### src/rtl/clock_phase_scheduler.sv
`default_nettype none
// ============================================================================
// Module   : clock_phase_scheduler
// Brief    : Locks onto a sampled slow clock and strobes a safe transfer slot.
// Revision : 1.0
// ============================================================================
module clock_phase_scheduler #(
  parameter int CNT_W        = 8,
  parameter int LOCK_PERIODS = 4,
  parameter int TOL          = 1
) (
  input  logic             CLK,
  input  logic             RST_N,
  input  logic             CLK_VAL,
  input  logic             EN,
  input  logic [CNT_W-1:0] OFFSET,
  input  logic             CLR_ERR,
  output logic             LOCKED,
  output logic [CNT_W-1:0] PERIOD,
  output logic [CNT_W-1:0] PHASE_CNT,
  output logic             XFER_STB,
  output logic             ERR
);

  localparam logic [1:0] c_st_idle = 2'd0;
  localparam logic [1:0] c_st_acq  = 2'd1;
  localparam logic [1:0] c_st_lock = 2'd2;
  localparam logic [3:0] c_lock_match = 4'(LOCK_PERIODS);
  localparam logic [CNT_W:0] c_tol = (CNT_W+1)'(TOL);

  logic [1:0]       r_state, w_state_nxt;
  logic             r_val_d;
  logic [CNT_W-1:0] r_phase, w_phase_nxt;
  logic [CNT_W-1:0] r_period, w_period_nxt;
  logic [3:0]       r_match, w_match_nxt;
  logic             r_started, w_started_nxt;
  logic             r_err, w_set_err;

  logic             w_rise, w_sat, w_timeout, w_in_tol;
  logic [CNT_W:0]   w_meas, w_period_ext, w_diff;
  logic [CNT_W-1:0] w_meas_sat;

  assign w_rise       = CLK_VAL & ~r_val_d;
  assign w_sat        = (r_phase == {CNT_W{1'b1}});
  assign w_timeout    = w_sat & r_started & ~w_rise;
  assign w_meas       = {1'b0, r_phase} + {{CNT_W{1'b0}}, 1'b1};
  assign w_period_ext = {1'b0, r_period};
  assign w_diff       = (w_meas >= w_period_ext) ? (w_meas - w_period_ext)
                                                 : (w_period_ext - w_meas);
  assign w_in_tol     = (w_diff <= c_tol);
  // A measurement taken off a saturated counter clamps to the largest period.
  assign w_meas_sat   = w_meas[CNT_W] ? {CNT_W{1'b1}} : w_meas[CNT_W-1:0];

  always_ff @(posedge CLK or negedge RST_N) begin
    if (!RST_N) begin
      r_state   <= c_st_idle;
      r_val_d   <= 1'b0;
      r_phase   <= '0;
      r_period  <= '0;
      r_match   <= '0;
      r_started <= 1'b0;
      r_err     <= 1'b0;
    end else begin
      r_state   <= w_state_nxt;
      r_val_d   <= CLK_VAL;
      r_phase   <= w_phase_nxt;
      r_period  <= w_period_nxt;
      r_match   <= w_match_nxt;
      r_started <= w_started_nxt;
      if (w_set_err)
        r_err <= 1'b1;
      else if (CLR_ERR)
        r_err <= 1'b0;
    end
  end

  always_comb begin
    w_state_nxt   = r_state;
    w_period_nxt  = r_period;
    w_match_nxt   = r_match;
    w_started_nxt = r_started;
    w_set_err     = 1'b0;

    if (!EN || r_state == c_st_idle)
      w_phase_nxt = '0;
    else if (w_rise)
      w_phase_nxt = '0;
    else if (w_sat)
      w_phase_nxt = r_phase;
    else
      w_phase_nxt = r_phase + 1'b1;

    if (!EN) begin
      w_state_nxt   = c_st_idle;
      w_match_nxt   = '0;
      w_started_nxt = 1'b0;
    end else begin
      case (r_state)
        c_st_idle: begin
          w_state_nxt   = c_st_acq;
          w_match_nxt   = '0;
          w_started_nxt = 1'b0;
        end
        c_st_acq: begin
          if (w_rise) begin
            if (!r_started) begin
              w_started_nxt = 1'b1;
            end else begin
              if (r_match == 4'd0 || !w_in_tol) begin
                w_period_nxt = w_meas_sat;
                w_match_nxt  = 4'd1;
              end else begin
                w_match_nxt = r_match + 4'd1;
              end
              if (w_match_nxt == c_lock_match)
                w_state_nxt = c_st_lock;
            end
          end else if (w_timeout) begin
            w_started_nxt = 1'b0;
            w_match_nxt   = '0;
          end
        end
        c_st_lock: begin
          if (w_rise) begin
            if (!w_in_tol) begin
              w_state_nxt   = c_st_acq;
              w_started_nxt = 1'b1;
              w_match_nxt   = 4'd1;
              w_period_nxt  = w_meas_sat;
              w_set_err     = 1'b1;
            end
          end else if (w_timeout) begin
            w_state_nxt   = c_st_acq;
            w_started_nxt = 1'b0;
            w_match_nxt   = '0;
            w_set_err     = 1'b1;
          end
        end
        default: begin
          w_state_nxt   = c_st_idle;
          w_match_nxt   = '0;
          w_started_nxt = 1'b0;
        end
      endcase
    end
  end

  // The strobe is dropped in any cycle that is about to leave LOCKED.
  always_comb begin
    LOCKED   = (r_state == c_st_lock);
    XFER_STB = LOCKED & (r_phase == OFFSET) & (OFFSET < r_period) & ~w_rise &
               (w_state_nxt == c_st_lock);
  end

  assign PERIOD    = r_period;
  assign PHASE_CNT = r_phase;
  assign ERR       = r_err;

endmodule
`default_nettype wire

### config.mk
export PLATFORM = sky130hd
export DESIGN_NAME = clock_phase_scheduler
export DESIGN_NICKNAME = d
export VERILOG_FILES = /design/src/rtl/clock_phase_scheduler.sv
export SDC_FILE = /design/constraint.sdc
export NUM_CORES = 1
export LEC_CHECK = 0
export ABC_CLOCK_PERIOD_IN_PS = 5800
export CORE_ASPECT_RATIO = 0.8
export CORE_MARGIN = 8
export CORE_UTILIZATION = 35
export CTS_BUF_LIST = sky130_fd_sc_hd__clkbuf_16
export CTS_CLUSTER_SIZE = 16
export DETAILED_ROUTE_END_ITERATION = 10
export SLEW_MARGIN = 20
export SYNTH_ARGS = -nofsm -noshare
export SYNTH_HDL_FRONTEND = slang
export SYNTH_SLANG_ARGS = --single-unit
### constraint.sdc
create_clock -name CLK -period 5.8 [get_ports CLK]
set_input_delay 0.87 -clock CLK [delete_from_list [all_inputs] [get_ports CLK]]
set_output_delay 0.87 -clock CLK [all_outputs]
set_load 0.02 [all_outputs]
==> results.yml, run 1 <==
final_layout:
  utilization_pct: 43.01
  syn_to_final_growth_pct: 19.69
  layout_common_cells: "30 x inv_1, 30 x clkdlybuf4s50_1, 29 x ha_1"
  nFillCells: 757
  diodes: 0
  stdcell_area_sq_um: 3164
  nets: 389
  drive_gt1_share_pct: 10.20
worst_setup_path:
  r2r_cells: 15
  slowest_delay_ns: 0.58
  worstPathMaxFanout: 11
  cp_data_arrival_time_ns: 4.53
  critPathLaunchType: "flip-flop"
  reg2reg_to: "PERIOD[3]"
  cp.required_ns: 4.93
  crit_path_end_kind: "primary output"
  slowest_stage: "or4_4"
  cp_common_cell: "and4_4"
  worstSetupPathDepth: 16
  regToRegSetupSlack_ns: 1.30
  crit_type: "flip-flop to primary output"
  crit_family: "simple AND/OR/NAND/NOR gates"
  cp_num_buf_inv: 2
  setup.worst_path.end: "XFER_STB"
  startpoint: "PHASE_CNT[1]"
  reg2reg_from: "PHASE_CNT[1]"
  path_cells: "ha_1 > and4_4 > nand2_1 > xor2_2 > inv_1 > ha_2 > and4_4 > a21oi_4 > nand3_4 > or4_4 > a2bb2oi_4 > nand4_4 > o41ai_2 > o2111ai_1 > a211oi_1 > dlygate4sd1_1"
route:
  wirelength_mm: 7.039
  viasPerCell: 5.485
  wl_per_cell_um: 16.26
  via_count: 2375
  drt_drc_violations_left: 0
  drtAntennaViolNets: 0
  first_pass_iters: 4
  first_iter_violations: 137
clocking:
  cts_hold_buf: 0
  cts_sinks: 25
  cts_made_buffers: 3
  cts_setup_buffers: 0
  ctsHtreeMaxLevel: 1
  cts_tree: "done"
  cts_buffer_depth: 2
  clk_latency_ns: 0.26
  post_cts_resize_count: 3
  clk_pin_slew_worst_paths_ns: 0.07
  cts_root_buf: "clkbuf_16"
sta:
  min_period_ns: 5.399
  maxSlewHeadroom_pct: 61.73
  maxSlewViolCount: 0
  period_share_pct: 93.08
  rsz0062_at_grt: "false"
  finalSetupViolations: 0
  setup_tns_ns: 0
  hold_viol_final: 0
  tightestPinTransition_ns: 0.5719
  fmax_mhz: 185.2
  fin_worst_skew_ns: 0.004312
logic_synthesis:
  synth.area.top_cells: "dfrtp_1 24%, ha_1 14%, a21oi_1 4.9%"
  synth.area.mux_share_pct: 3.739
  synth_edf_count: 0
  synthCells: 312
  synth-seq-cells: 25
  ys_seq_area_share_pct: 23.66
  synthFlopType: "dfrtp_1"
  async_flop_share_pct: 100.0
  synthAdderAreaFrac_pct: 15.71
  synth_top_cell_area_share_pct: 23.66
  synth_compound_area_share_pct: 22.10
  syn-num-nets: 357
  synth.avg_cell_area_sq_um: 8.474
  yosys.area.top_type: "dfrtp_1"
  synth_xor_xnor_area_share_pct: 5.963
  netlist-cell-type-count: 59
  synthSimpleGateAreaFrac_pct: 22.62
  synth_top_family_by_area: "simple AND/OR/NAND/NOR gates"
  yosysWarningCount: 0
  synthesis.area_sq_um: 2644
placement:
  placed_area_sq_um: 3057
  io_buffer_count: 31
  globalplace.congestion: 0.8260
  dp_hpwl_mm: 5.587
pwr:
  vdd_ir_drop_max_uv: 129.5
  total_leakage_power_uw: 0.001437
  powerDensity_nw_per_um2: 157.5
die:
  die_w_um: 113.2
  initial_core_util_pct: 35.94
  io_pins: 32
  core-area_sq_um: 7357
  fp.dieH_um: 93.74
  row_count: 28
  dieArea_sq_um: 10610
global_routing:
  grt_pass1_wl_mm: 12.14
  track_usage_pct: 13.80
  antenna_found_initial: 0
  grt_max_degree: 26
  grt_pass1_vias: 2436
  gr-total-overflow: 0
worst_hold_path:
  min_path_type: "flip-flop to flip-flop"
run:
  maxCapViolCount: 0
outcome:
  status: "completed"
==> synthesized netlist by cell type (2+ instances only) <==
master     instances
clkbuf_1           6
nand2_1           28
o21ai_1            5
and4_4             3
buf_2              2
o22ai_1            2
o211ai_1           5
inv_1             29
xnor2_1            5
a21o_1            11
nor3_1             3
and3_1             3
a211oi_1           2
buf_6              2
fa_1               2
a21oi_1           26
mux2_2             7
xor2_1            13
a21boi_0           3
nor2b_1            2
o2111ai_1          3
nand2b_1           7
nand3b_1           4
o21ai_0            8
nand4_4            2
nand3_1           13
or4_1              2
a31oi_1            4
mux2i_1            2
nand4_1            4
ha_1              30
nor4_1             3
nor2_1            21
dfrtp_1           25
==> sequential cells by signal, summed over array words and instances, names as in the netlist <==
signal / flops
PERIOD: 8
PHASE_CNT: 8
r_match: 4
r_state: 2
ERR: 1
r_started: 1
r_val_d: 1
==> per-stage QoR <==
stage,hold WS (ns),setup slack (ns),instances,total power [uW]
6_report,0.5302,0.4012,433,498.3
5_1_grt,0.5435,0.01088,433,526.9
4_1_cts,0.5329,0.2208,433,498.9
3_5_place_dp,0.5225,0.1419,429,339.9
3_3_place_gp,0.5182,0.2523,429,338.3
2_1_floorplan,0.5396,0.6234,312,292.8
==> how the worst min path moves through the flow <==
stage,slack (ns),start,cells after the start,endpoint
global placement,0.52,ERR,2,ERR
CTS,0.53,ERR,2,ERR
finish,0.53,ERR,2,ERR
detailed placement,0.52,ERR,2,ERR
global route,0.54,ERR,2,ERR
floorplan,0.54,r_match[0],1,r_match[0]
==> cell type report <==
class	count	area, sq um	share of cell area [%]
Clock buffer	3	75.07	2.372
Multi-Input combinational cell	248	1884	59.55
Clock inverter	1	3.754	0.1186
Timing Repair Buffer	37	354.1	11.19
Sequential cell	25	625.6	19.77
Inverter	29	108.9	3.440
Tap cell	90	112.6	3.559
==> report_power, final <==
part           switching (uW)  leakage [uW]  internal (uW)  total [uW]
logic                    86.2       0.00106           69.0         155
registers                5.11      0.000335            178         184
clock network            67.1     0.0000423           92.5         160
total                     158       0.00144            340         498
==> worst register-to-register path, delay by kind of cell (launching register included) <==
kind / cells / cell delay, ns
AO/OA/AOI/OAI: 4 / 1.21
XOR/XNOR: 1 / 0.21
adder cells (fa/ha/maj): 2 / 0.69
buffers and inverters: 1 / 0.09
flip-flops: 1 / 0.44
multiplexers: 1 / 0.40
AND/OR/NAND/NOR: 6 / 1.36
==> cells by family (layout without fill, tap and decap cells) <==
logic type	after synthesis	in the layout
AND/OR/NAND/NOR	105	105
AO/OA/AOI/OAI	84	84
buffers and inverters	39	70
adder cells (fa/ha/maj)	32	32
flip-flops	25	25
XOR/XNOR	18	18
multiplexers	9	9
==> routing by layer <==
metal,GRT usage [%],wire length (um),up-vias
met1,19.25,3552,1129
met4,3.429,88,0
met2,22.21,3141,57
met3,1.541,257,6
met5,0,0,-
li1,-,-,1183
Power figures use the tool's default switching activity.
==> inputs of run 2 (changes only) <==
Settings changed: CORE_UTILIZATION 35 to 50, GPL_ROUTABILITY_DRIVEN from default to 1, PLACE_DENSITY from default to 0.73.
==> run 2 against run 1 <==
  * Count of clock-buffer cells in the layout unchanged
  * Largest cell class unchanged
  * Via count up 3.7%
  * First-iteration DRC count fell by 7.3%
  * Clock power up 4%
  * Die area fell by 26%
  * Sequential share of layout area is 0.19 points higher
==> results.yml, run 2 (synthesized netlist as in run 1, its figures left out) <==
outcome:
  status: "completed"
final_layout:
  drive_gt1_share_pct: 10.47
  nets: 390
  syn_to_final_growth_pct: 18.55
  layout_common_cells: "30 x clkdlybuf4s50_1, 29 x inv_1, 29 x ha_1"
  final_common_cell: "clkdlybuf4s50_1"
  diodes: 0
  utilization_pct: 61.88
pwr:
  powerDensity_nw_per_um2: 161.4
  vdd_ir_drop_max_uv: 118.0
  total_leakage_power_uw: 0.001438
clocking:
  clk_pin_slew_worst_paths_ns: 0.07
  cts_sinks: 25
  ctsHtreeMaxLevel: 1
  cts_root_buf: "clkbuf_16"
  clk_latency_ns: 0.27
  cts_buffer_depth: 2
  cts_tree: "done"
  cts_made_buffers: 3
  cts_setup_buffers: 0
route:
  viasPerCell: 6.064
  wl_per_cell_um: 17.34
  first_iter_violations: 127
  first_pass_iters: 5
  via_count: 2462
  drtAntennaViolNets: 0
  wirelength_mm: 7.039
  drt_drc_violations_left: 0
worst_setup_path:
  reg2reg_to: "PERIOD[2]"
  path_cells: "ha_1 > and4_4 > nand2_1 > xor2_2 > inv_1 > ha_2 > and4_4 > a21oi_4 > nand3_4 > or4_4 > a2bb2oi_4 > nand4_4 > o41ai_2 > o2111ai_1 > a211oi_1 > dlygate4sd2_1"
  cp_common_cell: "and4_4"
  regToRegSetupSlack_ns: 1.26
  slowest_delay_ns: 0.58
  critPathLaunchType: "flip-flop"
  worstPathMaxFanout: 11
  reg2reg_from: "PHASE_CNT[1]"
  r2r_cells: 15
  startpoint: "PHASE_CNT[1]"
  cp_data_arrival_time_ns: 4.55
  cp.required_ns: 4.93
  setup.worst_path.end: "XFER_STB"
  crit_path_end_kind: "primary output"
  slowest_stage: "or4_4"
  crit_type: "flip-flop to primary output"
global_routing:
  grt_pass1_vias: 2380
  antenna_found_initial: 0
  gr-total-overflow: 0
  track_usage_pct: 17.95
  grt_pass1_wl_mm: 11.84
  grt_max_degree: 26
sta:
  tightestPinTransition_ns: 0.6179
  rsz0062_at_grt: "false"
  period_share_pct: 93.47
  setup_ws_ns: 0.3786
  finalSetupViolations: 0
  hold_viol_final: 0
  setup_tns_ns: 0
  fmax_mhz: 184.5
  fin_worst_skew_ns: 0.003253
  maxSlewViolCount: 0
  maxSlewHeadroom_pct: 58.66
  min_period_ns: 5.421
die:
  fp.dieH_um: 81.04
  die_w_um: 97.30
  initial_core_util_pct: 52.20
  dieArea_sq_um: 7885
  row_count: 23
  io_pins: 32
  core-area_sq_um: 5065
placement:
  globalplace.congestion: 0.8963
  io_buffer_count: 31
  dp_hpwl_mm: 5.464
  preCtsSetupSlack_ns: 0.1785
worst_hold_path:
  min_path_type: "flip-flop to flip-flop"
run:
  maxCapViolCount: 0
-- run 2: changes by cell type in the layout (fill, tap and decap cells not counted) --
cell | before | now
buf_4 | 6 | 7
dlygate4sd1_1 | 1 | 0
dlygate4sd2_1 | 0 | 1
inv_1 | 30 | 29
inv_6 | 0 | 1
xor2_1 | 11 | 12
xor2_2 | 2 | 1
-- run 2: metal layers --
metal | track usage [%] | vias to the layer above | wire, um | part of all wire, %
li1 | - | 1190 | - | -
met1 | 24.50 | 1180 | 3440 | 49
met2 | 28.95 | 84 | 3117 | 44
met3 | 2.881 | 8 | 384 | 5.5
met4 | 4.827 | 0 | 96 | 1.4
met5 | 0 | - | 0 | 0
-- run 2: worst max-delay path, delay by kind of cell, from the launching register on --
kind                     cells  cell delay (ns)
flip-flops                   1             0.45
XOR/XNOR                     1             0.21
AO/OA/AOI/OAI                5             1.12
adder cells (fa/ha/maj)      2             0.59
AND/OR/NAND/NOR              6             1.46
buffers and inverters        2             0.46
-- run 2: through the flow --
step | std cells | total power [uW] | hold slack (ns) | area [sq um]
after CTS | 406 | 507.5 | 0.5406 | 3119
final | 406 | 505.9 | 0.5393 | 3134
after global placement | 402 | 336.3 | 0.5190 | 3029
after floorplan | 312 | 292.8 | 0.5396 | 2644
after global routing | 406 | 530.5 | 0.5817 | 3134
after detailed placement | 402 | 337.7 | 0.5300 | 3029
-- run 2: how the worst min path moves through the flow --
stage	startpoint	to	slack [ns]	cells past startpoint
after floorplan	r_match[0]	r_match[0]	0.54	1
after global placement	ERR	ERR	0.52	2
after detailed placement	ERR	ERR	0.53	2
after CTS	ERR	ERR	0.54	2
after global routing	ERR	ERR	0.58	2
final	ERR	ERR	0.54	2
-- run 2: area by class of cell --
| class | count | area (sq um) |
|---|---|---|
| Tap cell | 62 | 77.57 |
| Clock inverter | 1 | 8.758 |
| Fill cell | 428 | 1931 |
| Multi-Input combinational cell | 248 | 1877 |
| Inverter | 29 | 108.9 |
| Timing Repair Buffer | 38 | 361.6 |
| Sequential cell | 25 | 625.6 |
| Clock buffer | 3 | 75.07 |
-- run 2: what timing repair did --
item | in CTS | in global routing
hold endpoints to repair | 0 | 0
hold buffers | 0 | 0
setup endpoints to repair | 1 | 1
gates resized for setup | 2 | 3
-- run 2: where the power goes --
group / total, uW / internal (uW) / switching, uW
sequential: 184 / 178 / 5.28
clock: 167 / 95.6 / 71.5
combinational: 155 / 69.1 / 86.1
total: 506 / 343 / 163
